===== src/rtl/cfu_pkg.sv =====
// Shared types and constants for the CFU command initiator: FSM states,
// function_id field layout and the opcode / funct7 encodings.
package cfu_pkg;

    localparam int FUNC_ID_W  = 10;
    localparam int DATA_W     = 32;
    localparam int REQ_W      = FUNC_ID_W + 2 * DATA_W;

    // function_id = {funct7, opcode}
    localparam int OPCODE_LSB = 0;
    localparam int OPCODE_W   = 3;
    localparam int FUNCT7_LSB = 3;
    localparam int FUNCT7_W   = 7;

    localparam logic [FUNCT7_W-1:0] F7_LOAD_A  = 7'd0;
    localparam logic [FUNCT7_W-1:0] F7_LOAD_B  = 7'd1;
    localparam logic [FUNCT7_W-1:0] F7_LOAD_C  = 7'd2;
    localparam logic [FUNCT7_W-1:0] F7_STORE_A = 7'd3;
    localparam logic [FUNCT7_W-1:0] F7_STORE_B = 7'd4;
    localparam logic [FUNCT7_W-1:0] F7_STORE_C = 7'd5;

    localparam logic [OPCODE_W-1:0] OP_LDST    = 3'd0;
    localparam logic [OPCODE_W-1:0] OP_MATMUL  = 3'd1;

    typedef enum logic [1:0] {
        ST_IDLE     = 2'd0,
        ST_ISSUE    = 2'd1,
        ST_WAIT_RSP = 2'd2,
        ST_DELIVER  = 2'd3
    } cfu_state_e;

    // One queued request, packed in the same order as it travels on the bus.
    typedef struct packed {
        logic [FUNC_ID_W-1:0] function_id;
        logic [DATA_W-1:0]    inputs_0;
        logic [DATA_W-1:0]    inputs_1;
    } cfu_req_t;

    function automatic logic [OPCODE_W-1:0] get_opcode(input logic [FUNC_ID_W-1:0] fid);
        return fid[OPCODE_LSB +: OPCODE_W];
    endfunction

    function automatic logic [FUNCT7_W-1:0] get_funct7(input logic [FUNC_ID_W-1:0] fid);
        return fid[FUNCT7_LSB +: FUNCT7_W];
    endfunction

endpackage


===== src/rtl/cfu_req_fifo.sv =====
// Synchronous request FIFO. Full/empty come from a registered occupancy
// count; the head entry is always presented on o_head.
module cfu_req_fifo #(
    parameter int DEPTH = 4,
    parameter int WIDTH = 74
) (
    input  logic             clk,
    input  logic             rst,
    input  logic             i_push,
    input  logic [WIDTH-1:0] i_push_data,
    input  logic             i_pop,
    output logic [WIDTH-1:0] o_head,
    output logic             o_full,
    output logic             o_empty
);

    localparam int PTR_W = (DEPTH > 1) ? $clog2(DEPTH) : 1;
    localparam int CNT_W = PTR_W + 1;

    logic [WIDTH-1:0] r_mem [DEPTH];
    logic [PTR_W-1:0] r_wr_ptr;
    logic [PTR_W-1:0] r_rd_ptr;
    logic [CNT_W-1:0] r_count;
    logic             w_push;
    logic             w_pop;

    assign o_full  = (r_count == CNT_W'(DEPTH));
    assign o_empty = (r_count == '0);
    assign w_push  = i_push && !o_full;
    assign w_pop   = i_pop && !o_empty;
    assign o_head  = r_mem[r_rd_ptr];

    // Storage write; left unreset so it can map onto plain RAM.
    always_ff @(posedge clk) begin
        if (w_push) begin
            r_mem[r_wr_ptr] <= i_push_data;
        end
    end

    // Pointers wrap naturally (power-of-two depth); count holds on push+pop.
    always_ff @(posedge clk or posedge rst) begin
        if (rst) begin
            r_wr_ptr <= '0;
            r_rd_ptr <= '0;
            r_count  <= '0;
        end else begin
            if (w_push) begin
                r_wr_ptr <= r_wr_ptr + PTR_W'(1);
            end
            if (w_pop) begin
                r_rd_ptr <= r_rd_ptr + PTR_W'(1);
            end
            case ({w_push, w_pop})
                2'b10:   r_count <= r_count + CNT_W'(1);
                2'b01:   r_count <= r_count - CNT_W'(1);
                default: r_count <= r_count;
            endcase
        end
    end

endmodule


===== src/rtl/cfu_cmd_initiator.sv =====
// Host-to-CFU command initiator: queues host requests, issues one command
// at a time to the CFU, waits for its response (with a timeout) and hands
// the result back to the host in request order.
module cfu_cmd_initiator
    import cfu_pkg::*;
#(
    parameter int FIFO_DEPTH     = 4,
    parameter int TIMEOUT_CYCLES = 4096
) (
    input  logic                 clk,
    input  logic                 reset,
    input  logic                 req_valid,
    output logic                 req_ready,
    input  logic [FUNC_ID_W-1:0] req_function_id,
    input  logic [DATA_W-1:0]    req_inputs_0,
    input  logic [DATA_W-1:0]    req_inputs_1,
    output logic                 cmd_valid,
    input  logic                 cmd_ready,
    output logic [FUNC_ID_W-1:0] cmd_payload_function_id,
    output logic [DATA_W-1:0]    cmd_payload_inputs_0,
    output logic [DATA_W-1:0]    cmd_payload_inputs_1,
    input  logic                 rsp_valid,
    output logic                 rsp_ready,
    input  logic [DATA_W-1:0]    rsp_payload_outputs_0,
    output logic                 res_valid,
    input  logic                 res_ready,
    output logic [DATA_W-1:0]    res_data,
    output logic                 res_timeout,
    output logic                 busy,
    output logic [7:0]           stale_count
);

    localparam int TO_W = (TIMEOUT_CYCLES > 1) ? $clog2(TIMEOUT_CYCLES) : 1;

    cfu_state_e        r_state;
    cfu_state_e        w_state_next;
    cfu_req_t          r_cmd;
    cfu_req_t          w_push_req;
    cfu_req_t          w_head;
    logic              w_fifo_full;
    logic              w_fifo_empty;
    logic              w_push;
    logic              w_pop;
    logic [TO_W-1:0]   r_to_cnt;
    logic              w_to_expired;
    logic              w_stale;
    logic [DATA_W-1:0] r_res_data;
    logic              r_res_timeout;
    logic [7:0]        r_stale_count;

    // Readiness comes only from the registered count: a full queue refuses
    // even in a cycle where the FSM pops.
    assign req_ready    = !w_fifo_full;
    assign w_push       = req_valid && !w_fifo_full;
    assign w_push_req   = {req_function_id, req_inputs_0, req_inputs_1};
    assign w_to_expired = (r_to_cnt == TO_W'(TIMEOUT_CYCLES - 1));
    assign w_stale      = (r_state == ST_IDLE) && rsp_valid;

    cfu_req_fifo #(
        .DEPTH (FIFO_DEPTH),
        .WIDTH (REQ_W)
    ) u_req_fifo (
        .clk         (clk),
        .rst         (reset),
        .i_push      (w_push),
        .i_push_data (w_push_req),
        .i_pop       (w_pop),
        .o_head      (w_head),
        .o_full      (w_fifo_full),
        .o_empty     (w_fifo_empty)
    );

    // FSM state register.
    always_ff @(posedge clk or posedge reset) begin
        if (reset) begin
            r_state <= ST_IDLE;
        end else begin
            r_state <= w_state_next;
        end
    end

    // Next-state decode and per-state handshake outputs.
    always_comb begin
        w_state_next = r_state;
        w_pop        = 1'b0;
        cmd_valid    = 1'b0;
        rsp_ready    = 1'b0;
        res_valid    = 1'b0;
        case (r_state)
            ST_IDLE: begin
                // Accept (and drop) anything the CFU sends while idle.
                rsp_ready = 1'b1;
                if (!w_fifo_empty) begin
                    w_pop        = 1'b1;
                    w_state_next = ST_ISSUE;
                end
            end
            ST_ISSUE: begin
                cmd_valid = 1'b1;
                if (cmd_ready) begin
                    w_state_next = ST_WAIT_RSP;
                end
            end
            ST_WAIT_RSP: begin
                rsp_ready = 1'b1;
                if (rsp_valid || w_to_expired) begin
                    w_state_next = ST_DELIVER;
                end
            end
            ST_DELIVER: begin
                res_valid = 1'b1;
                if (res_ready) begin
                    w_state_next = ST_IDLE;
                end
            end
            default: begin
                w_state_next = ST_IDLE;
            end
        endcase
    end

    // Command payload register, loaded from the queue head on pop.
    always_ff @(posedge clk or posedge reset) begin
        if (reset) begin
            r_cmd <= '0;
        end else if (w_pop) begin
            r_cmd <= w_head;
        end
    end

    // Response wait counter: cleared as the command is accepted, then counts
    // each WAIT_RSP cycle that passes without a response.
    always_ff @(posedge clk or posedge reset) begin
        if (reset) begin
            r_to_cnt <= '0;
        end else if (r_state == ST_ISSUE && cmd_ready) begin
            r_to_cnt <= '0;
        end else if (r_state == ST_WAIT_RSP && !rsp_valid && !w_to_expired) begin
            r_to_cnt <= r_to_cnt + TO_W'(1);
        end
    end

    // Result capture; a response on the last allowed cycle beats the timeout.
    always_ff @(posedge clk or posedge reset) begin
        if (reset) begin
            r_res_data    <= '0;
            r_res_timeout <= 1'b0;
        end else if (r_state == ST_WAIT_RSP) begin
            if (rsp_valid) begin
                r_res_data    <= rsp_payload_outputs_0;
                r_res_timeout <= 1'b0;
            end else if (w_to_expired) begin
                r_res_data    <= '0;
                r_res_timeout <= 1'b1;
            end
        end
    end

    // Saturating count of responses that arrived with nothing outstanding.
    always_ff @(posedge clk or posedge reset) begin
        if (reset) begin
            r_stale_count <= '0;
        end else if (w_stale && r_stale_count != 8'hFF) begin
            r_stale_count <= r_stale_count + 8'd1;
        end
    end

    assign cmd_payload_function_id = r_cmd.function_id;
    assign cmd_payload_inputs_0    = r_cmd.inputs_0;
    assign cmd_payload_inputs_1    = r_cmd.inputs_1;
    assign res_data                = r_res_data;
    assign res_timeout             = r_res_timeout;
    assign stale_count             = r_stale_count;
    assign busy                    = (r_state != ST_IDLE) || !w_fifo_empty;

endmodule


===== config.mk =====
export PLATFORM = sky130hd
export DESIGN_NAME = cfu_cmd_initiator
export DESIGN_NICKNAME = d
export VERILOG_FILES = /design/src/rtl/cfu_pkg.sv /design/src/rtl/cfu_req_fifo.sv /design/src/rtl/cfu_cmd_initiator.sv
export SDC_FILE = /design/constraint.sdc
export NUM_CORES = 1
export LEC_CHECK = 0
export CAP_MARGIN = 20
export CORE_MARGIN = 1.5
export CORE_UTILIZATION = 54
export DETAILED_ROUTE_END_ITERATION = 7
export MAX_ROUTING_LAYER = met4
export PLACE_DENSITY_LB_ADDON = 0.05
export SYNTH_ARGS = -nofsm -noshare
export SYNTH_HDL_FRONTEND = slang
export SYNTH_SLANG_ARGS = --single-unit
export TNS_END_PERCENT = 30

===== constraint.sdc =====
create_clock -name clk -period 4.74 [get_ports clk]
set_input_delay 0.711 -clock clk [delete_from_list [all_inputs] [get_ports clk]]
set_output_delay 0.711 -clock clk [all_outputs]
set_load 0.03 [all_outputs]

==> metrics.md <==
| Metric | Value |
|---|---|
| GRT Overall Usage | 21.87% |
| Critical Path Fanout Max | 6 |
| Crit path to | busy |
| Maxcap violations | 0 |
| Clk slew on worst S/H paths | 0.06 ns |
| RSZ-0062 raised after global routing | no |
| Vias | 8771 |
| Most numerous cell in the Yosys netlist | edfxtp_1 |
| Share of the synthesized area in the top cell type | 54.81% |
| Delay-heaviest family, CP | buffers and inverters |
| Avg Cell Area, Syn | ~17 µm² |
| Setup TNS | 0 ns |
| Share of layout cells above drive strength 1 | 14.59% |
| Gr ovfl total | 0 |
| First-pass DRT Iterations | 5 |
| Rel. slew slack | a little over a third |
| Worst Tran Pin Value | 0.9670 ns |
| Vias per inst | ~5.5 |
| Leak Pwr | between 7 and 8 nW |
| Post-layout minimum cycle time | 3.145 ns |
| Top cells by count, synth | edfxtp_1 (296), nand2_1 (230), dfrtp_1 (136) |
| Clk_skew | 0.02752 ns |
| Fillers | 2000 |
| Hold-fix buffers, CTS | 0 |
| Fin worst setup slack | between 1.5 and 2 ns |
| Crit path from | r_state[0]$_DFFE_PP0P_ |
| RR Endpoint | u_req_fifo.r_mem[1][66]$_DFFE_PP_ |
| Post-CTS setup buffers | 0 |
| Global placer's final weighted congestion | 0.8076 |
| WL/cell | 19.97 µm |
| Layout area overhead | 25.69% |
| IO Port Bufs | ~230 |
| Number of cell rows | 63 |
| Post-route ant nets | 0 |
| Die Y | 176.3 µm |
| PwrDens | approximately 670 mW/mm² |
| Top cells by area, synth | edfxtp_1 (55%), dfrtp_1 (21%), mux4_2 (10%) |
| Hold Crit Class | flip-flop to flip-flop |
| Worst setup EP type | primary output |
| Hold Path Depth | 2 |
| CTS buffer count | between 40 and 50 |
| Pwr Total | around 14 mW |
| Post-Synthesis Cells | 929 |
| R2R depth | 4 |
| WP data required | roughly 4 ns |
| CTS tree | built |
| Synth warnings | 0 |
| EDFF count, synth | 296 |
| CP peak stage delay | 0.61 ns |
| Largest net degree at the start of global routing | 82 |
| Starting Density | 54.72% |
| Hold Vio Cnt, Final | 0 |
| HPWL Detailed | 19210 µm |
| CTS H-tree lvls | 2 |
| DRT iter0 DRCs | 543 |
| Synthesized flop and latch total | 432 |
| Period utilization | about 66% |
| Maximum root-to-sink buffer count | 3 |
| Clk_lat worst skew | approximately 0.54 ns |
| Clock net sink count | 432 |
| Worst path cell trace | inv_1 -> ha_1 -> or4b_1 -> clkdlybuf4s50_1 |
| Class of the most critical setup path | flip-flop to primary output |
| Remaining DRCs | 0 |
| Post-Route Utilization | approximately 69% |
| Status | finished clean |
| Vias in the first global route | 9129 |
| Syn nets | about 1100 |
| Post-synthesis cell area | 0.01622 mm² |
| CP max stage cell | clkdlybuf4s50_1 |
| Arrival @ worst endpoint | 2.43 ns |
| R2R Setup Slk | approximately 2.5 ns |
| Yosys top cell by area | edfxtp_1 |
| Worst path bufs/invs | 2 |
| Critical Path Source Type | flip-flop |
| First-pass GRT wire length | between 50000 and 60000 µm |
| Fmax | 0.3180 GHz |
| Gates resized, CTS repair | 0 |
| WP depth | 4 |
| Hold WS | 0.4713 ns |
| Final Max Slew Viols | 0 |
| Number of library cell types mapped by synthesis | 53 |
| Seq/Total Area, Yosys | between 70% and 80% |
| Top Ports | 232 |
| CORE AREA | 0.02964 mm² |
| Initial antenna violation count | 1 |
| Asr flop ratio synth | 31.48% |
| VDD IR max | 426.2 µV |
| Main synth FF type | edfxtp_1 |
| Layout Nets | 1304 |
| Reg-to-reg startpoint | u_req_fifo.r_count[0]$_DFFE_PP0P_ |
| Post-placement worst setup slack | 1.945 ns |
| Area of the die | approximately 0.031 mm² |
| Root Buffer | clkbuf_16 |
| Final setup vio count | 0 |
| Die Width | roughly 180 µm |
| Final WL | 32040 µm |
-- layer usage --
metal	GRT usage, %	vias up	share of wire [%]
met2	34.88	254	49
met4	5.627	0	1.7
met3	3.553	43	5.3
met1	29.83	4475	44
li1	-	3999	-
met5	-	-	0
-- worst reg2reg max path, cell delays in order, from the launching register on --
cell and delay, ns:
dfrtp_1 0.44, inv_1 0.10, nand3_1 0.22, and3_4 0.77, buf_4 0.42
-- power by group --
part / internal (mW) / switching [mW] / leakage (nW) / total, mW
clock: 1.91 / 1.36 / 0.687 / 3.27
sequential: 5.14 / 0.600 / 4.41 / 5.73
combinational: 2.04 / 2.62 / 2.64 / 4.66
total: 9.09 / 4.58 / 7.74 / 13.7
-- registers in the layout, summed over array words and instances, names as in the netlist --
signal and cells:
cmd_payload_inputs_1 32, u_req_fifo.r_wr_ptr 2, r_state 2, cmd_payload_inputs_0 32, r_to_cnt 12, res_data 32
cmd_payload_function_id 10, res_timeout 1, u_req_fifo.r_rd_ptr 2, u_req_fifo.r_count 3, u_req_fifo.r_mem 296, stale_count 8
-- kinds of logic after synthesis --
group           after synthesis  share of synthesized area [%]
compound gates               61                          3.055
fa+ha+maj                    13                          1.049
mux                          78                          10.55
flops                       432                          75.79
simple gates                276                          7.283
buf+inv                      56                          1.574
xor+xnor                     13                         0.7021
-- cells in the final DEF (no fill, tap or decap), drive strengths merged, types with 2 or more instances in the layout --
cell,count
buf,15
xnor2,11
o21ai,5
a22o,32
ha,12
and2,3
clkdlybuf4s50,231
o41ai,3
dfrtp,136
clkinv,16
mux2,3
and4,3
o31ai,2
mux4,74
edfxtp,296
or3,3
nand3,6
inv,16
clkbuf,60
nand4,6
and3,7
o311ai,3
nand2,231
nor2,8
nand2b,2
xor2,2
a21oi,9
-- final cells by class --
cell class,count,area [µm²],share of cell area (%)
Sequential cell,432,12300,60.34
Multi-Input combinational cell,441,3705,18.17
Timing Repair Buffer,246,2437,11.96
Clock buffer,60,1257,6.169
Tap cell,390,488.0,2.394
Clock inverter,19,133.9,0.6568
Inverter,15,61.31,0.3008
Antenna cell,1,2.502,0.01228
-- stage by stage --
stage / instances / cell area (µm²)
CTS: 1603 / 20380
floorplan: 929 / 16220
global route: 1604 / 20380
global placement: 1524 / 18990
finish: 1604 / 20380
detailed placement: 1524 / 18990
-- worst min path at each step --
stage                     slack, ns                                 start                                   end
after floorplan                0.48     u_req_fifo.r_count[2]$_DFFE_PP0P_     u_req_fifo.r_count[2]$_DFFE_PP0P_
after global placement         0.46  cmd_payload_inputs_0[24]$_DFFE_PP0P_  cmd_payload_inputs_0[24]$_DFFE_PP0P_
after detailed placement       0.46  cmd_payload_inputs_0[24]$_DFFE_PP0P_  cmd_payload_inputs_0[24]$_DFFE_PP0P_
after CTS                      0.48  cmd_payload_inputs_0[24]$_DFFE_PP0P_  cmd_payload_inputs_0[24]$_DFFE_PP0P_
after global routing           0.49   cmd_payload_inputs_0[6]$_DFFE_PP0P_   cmd_payload_inputs_0[6]$_DFFE_PP0P_
final                          0.47   cmd_payload_inputs_0[1]$_DFFE_PP0P_   cmd_payload_inputs_0[1]$_DFFE_PP0P_
(Power assumes the default switching activity.)
==> variant 1 (same flow settings) <==
Set the parameter `TIMEOUT_CYCLES` to 8192 (it was 4096).
--- a/src/rtl/cfu_cmd_initiator.sv
+++ b/src/rtl/cfu_cmd_initiator.sv
@@ -5,7 +5,7 @@
     import cfu_pkg::*;
 #(
     parameter int FIFO_DEPTH     = 4,
-    parameter int TIMEOUT_CYCLES = 4096
+    parameter int TIMEOUT_CYCLES = 8192
 ) (
     input  logic                 clk,
     input  logic                 reset,
Behaviour: same outputs for any inputs over 4 cycles, from zero or initial values and one cycle with reset high; that may be too few to reach the edited logic, so the function may still have changed.
==> variant 1 against the unedited design <==
Synthesized area up 0.14%; design area is 0.46% higher; largest power group unchanged; largest cell class unchanged; synthesized cell count grew 1.7%; wire length up 1.3%; combinational power shrank 1%; worst setup slack gained 0.0090 ns; power up 0.61%; sequential cell count rose by 1; clock skew decreased by 0.010 ns.
==> variant 1: results (changes against the unedited design) <==
* Status: complete, no violations (unchanged)
* Crit path DAT at between 2 and 2.5 ns
* Placed cell count at 1540 (was 1524)
* DRT met1 WL at 14.18 mm (was 14.05 mm)
* Cts bufs inserted at 44 (was 43)
* Post-Syn Area per Cell at 17.19 um2 (was 17.46 um2)
* WHS Endpoint: cmd_payload_inputs_1[25] (was cmd_payload_inputs_0[1])
* NonClk Buf Share at 0.1201 (was 0.1196)
* GPL Wtd Cong at 0.8133 (was 0.8076)
* Layout net count at 1321 (was 1304)
* Placement Setup Slack at 1.890 ns (was 1.945 ns)
* Global Route met2 Usage at 0.3471 (was 0.3488)
* Distinct cells, synth at 45 (was 53)
* Final clock-cell share at 0.06977 (was 0.06825)
* First-pass GRT wire length at 50.83 mm (was 50.30 mm)
* Seq area share at 0.6018 (was 0.6034)
* R2r setup slk at 2.06 ns (was 2.48 ns)
* Filler cells at 2034 (was 2000)
* Vias in the first global route at 9191 (was 9129)
* # clk buffers at 68 (was 60)
* CP max FO at 4 (was 6)
* Worst Hold Launch: cmd_payload_inputs_1[25] (was cmd_payload_inputs_0[1])
* Min cycle time layout at 3.136 ns (was 3.145 ns)
* Syn_nets at 1070 (was 1054)
* Worst r2r dst: u_req_fifo.r_count[2] (was u_req_fifo.r_mem[1][66])
* Synth cell count leaders: edfxtp_1 (296), nand2_1 (237), dfrtp_1 (137) (was edfxtp_1 (296), nand2_1 (230), dfrtp_1 (136))
* Max IR drop VDD at 447.7 uV (was 426.2 uV)
* Dominant cells by area after synthesis: edfxtp_1 (55%), dfrtp_1 (21%), mux4_2 (10%), nand2_1 (5.5%), a22o_1 (1.7%) (was edfxtp_1 (55%), dfrtp_1 (21%), mux4_2 (10%), nand2_1 (5.3%), a22o_1 (1.6%))
* DR iter-0 viols at 489 (was 543)
* Fraction of area in multi-input gates at 0.1817 (about the same)
* Clock transition at the registers of the reported paths at 0.06 ns (about the same)
* Met3 Use GR at 0.03811 (was 0.03553)
* WL met3 at 1.787 mm (was 1.687 mm)
* Net Sw Frac at 0.3320 (was 0.3349)
* Dpl hpwl at 19.67 mm (was 19.21 mm)
* Largest net degree at the start of global routing at 98 (was 82)
* Drt wl/cell at 20.00 um (was 19.97 um)
* Share of layout cells above drive strength 1 at 0.1397 (was 0.1459)
* Placed Area at 19050 um2 (was 18990 um2)
* Post-route cell area at 20480 um2 (was 20380 um2)
* Inverter count at 13 (was 15)
* Met2 wire len at 15.84 mm (was 15.76 mm)
* Worst Reg-to-Reg Cells at 10 (was 4)
* Vias per inst at 5.474 (was 5.468)
* Grt met1 use at 0.3047 (was 0.2983)
* Via count at 8879 (was 8771)
* Worst hold slack at 0.4723 ns (was 0.4713 ns)
* Static Leak at 7.767 nW (was 7.738 nW)
* Sequential share of the synthesized area at 0.7584 (was 0.7579)
* Gr usage total at 0.2206 (was 0.2187)
* Comb_multi_in at 456 (was 441)
* Clock Skews at 0.01736 ns (was 0.02752 ns)
variant 1: critical path: cells and delay by family, from the launching register on:
| family | cells | cell delay, ns |
|---|---|---|
| adders and majority gates | 1 | 0.26 |
| buffers and inverters | 2 | 0.73 |
| DFF | 1 | 0.41 |
| and+or+nand+nor | 1 | 0.50 |
variant 1: cell families after synthesis:
group                      Yosys count  synth area share
adders and majority gates           13           0.01048
buffers and inverters               56           0.01479
xor gates and xnor gates            14          0.007550
and+or+nand+nor                    290           0.07488
AOI/OAI and AO/OA                   61           0.02858
muxes                               78            0.1053
DFF                                433            0.7584
variant 1: power groups by stage:
stage                     clock network, mW  logic [mW]  registers (mW)
final                                  3.37        4.60            5.78
after global routing                   3.59        4.99            5.91
after CTS                              3.44        4.69            5.80
after detailed placement                  0        4.67            5.86
after global placement                    0        4.59            5.84
after floorplan                           0        2.28            6.45
==> variant 2 (same flow settings) <==
Without the edit above. Put one more register stage on the output `stale_count`, without a reset. The value now appears one clock later. The other outputs are not delayed to match.
--- a/src/rtl/cfu_cmd_initiator.sv
+++ b/src/rtl/cfu_cmd_initiator.sv
@@ -170,7 +170,9 @@
     assign cmd_payload_inputs_1    = r_cmd.inputs_1;
     assign res_data                = r_res_data;
     assign res_timeout             = r_res_timeout;
-    assign stale_count             = r_stale_count;
+    always_ff @(posedge clk) begin
+        stale_count <= r_stale_count;
+    end
     assign busy                    = (r_state != ST_IDLE) || !w_fifo_empty;
 
 endmodule
Formal check against the unedited RTL: not equivalent (Yosys sat finds a counterexample within 4 cycles, from zero or initial values and one cycle with reset high).
==> variant 2 against the unedited design <==
Combinational power rose by 0.9%; worst setup slack better by 0.033 ns; wire length hardly changed; design area grew 0.81%; sequential share of layout area grew 0.29 points; sequential cell count increased by 8; global-route usage grew 0.12 points; power grew 1.1%; clock skew is 0.0045 ns lower; synthesized area up 0.54%; utilization increased by 0.37 points; non-clock buffer count grew 3.
==> variant 2: results (changes against the unedited design) <==
* Largest net degree at the start of global routing at 102 (was 82)
* Max IR drop VDD at 437.7 uV (was 426.2 uV)
* Detailed Route WL at 32.02 mm (was 32.04 mm)
* Mux cell area share after synthesis at 0.1043 (was 0.1055)
* Synth Area in XOR/XNOR at 0.008057 (was 0.007021)
* Max_slew headroom at 0.3121 (was 0.3553)
* Via count at 8840 (was 8771)
* Asr flop ratio synth at 0.3091 (was 0.3148)
* Vias in the first global route at 9156 (was 9129)
* Distinct cells, synth at 42 (was 53)
* Dpl hpwl at 19.14 mm (was 19.21 mm)
* DR iter-0 viols at 665 (was 543)
* Share of layout cells above drive strength 1 at 0.1418 (was 0.1459)
* Combinational group power at 4.70 mW (was 4.66 mW)
* Compound-Gate Fraction of Synth Area at 0.02939 (was 0.03055)
* Syn_nets at 1065 (was 1054)
* Synth cell count leaders: edfxtp_1 (296), nand2_1 (236), dfrtp_1 (136) (was edfxtp_1 (296), nand2_1 (230), dfrtp_1 (136))
* CP max FO at 4 (was 6)
* Dominant cells by area after synthesis: edfxtp_1 (55%), dfrtp_1 (21%), mux4_2 (10%), nand2_1 (5.4%), a22o_1 (1.7%) (was edfxtp_1 (55%), dfrtp_1 (21%), mux4_2 (10%), nand2_1 (5.3%), a22o_1 (1.6%))
* GPL Wtd Cong at 0.7888 (was 0.8076)
* Total sequential power at 5.78 mW (was 5.73 mW)
* Status: complete, no violations (unchanged)
* Crit path DAT at 2.40 ns (was 2.43 ns)
* Clock Skews at 0.02302 ns (was 0.02752 ns)
* Static Leak at 7.776 nW (was 7.738 nW)
* Initial antenna violation count at 4 (was 1)
* Combinational Power Share at 0.340 (was 0.341)
* Cts bufs inserted at 44 (was 43)
* First-pass GRT wire length at 51.00 mm (was 50.30 mm)
* Adder-cell share of the synthesized area at 0.01044 (was 0.01049)
-- variant 2: path summary, 6_finish.rpt --
check	end	slack (ns)	depth (start not counted)	start
max	busy	1.63	4	r_state[1]
min reg2reg	stale_count[7]	0.41	0	r_stale_count[7]
max in group asynchronous	cmd_payload_inputs_1[20]	3.08	3	reset
min	stale_count[7]	0.41	0	r_stale_count[7]
min in group asynchronous	cmd_payload_inputs_0[20]	0.77	2	reset
max reg2reg	cmd_payload_inputs_1[12]	2.37	4	u_req_fifo.r_rd_ptr[0]
-- variant 2: logic make-up after synthesis --
kind of cell / count (synthesis)
DFF: 440
and+or+nand+nor: 279
muxes: 77
AOI/OAI and AO/OA: 60
buffers and inverters: 56
xor gates and xnor gates: 15
adders and majority gates: 13
-- variant 2: through the flow --
stage | setup WS [ns] | cells | area, um2
after floorplan | 0.3895 | 940 | 16310
after global placement | 1.959 | 1534 | 19090
after detailed placement | 1.940 | 1536 | 19130
after CTS | 1.607 | 1617 | 20540
after global routing | 1.509 | 1621 | 20550
final | 1.629 | 1621 | 20550
-- variant 2: layout make-up --
| type | instances | area (um2) |
|---|---|---|
| flip-flops and latches | 440 | 12460 |
| well taps | 390 | 488.0 |
| clock inverters | 22 | 197.7 |
| inverters | 13 | 55.05 |
| fillers | 1993 | 9168 |
| clock buffers | 59 | 1207 |
| repair buffers | 249 | 2475 |
| diodes | 4 | 10.01 |
| multi-input cells | 444 | 3657 |
-- variant 2: metal layers --
layer,vias to the layer above,GRT usage,share of wire
li1,4020,-,-
met1,4521,0.3131,0.45
met2,270,0.3359,0.47
met3,29,0.04596,0.063
met4,0,0.04202,0.011
met5,-,-,0
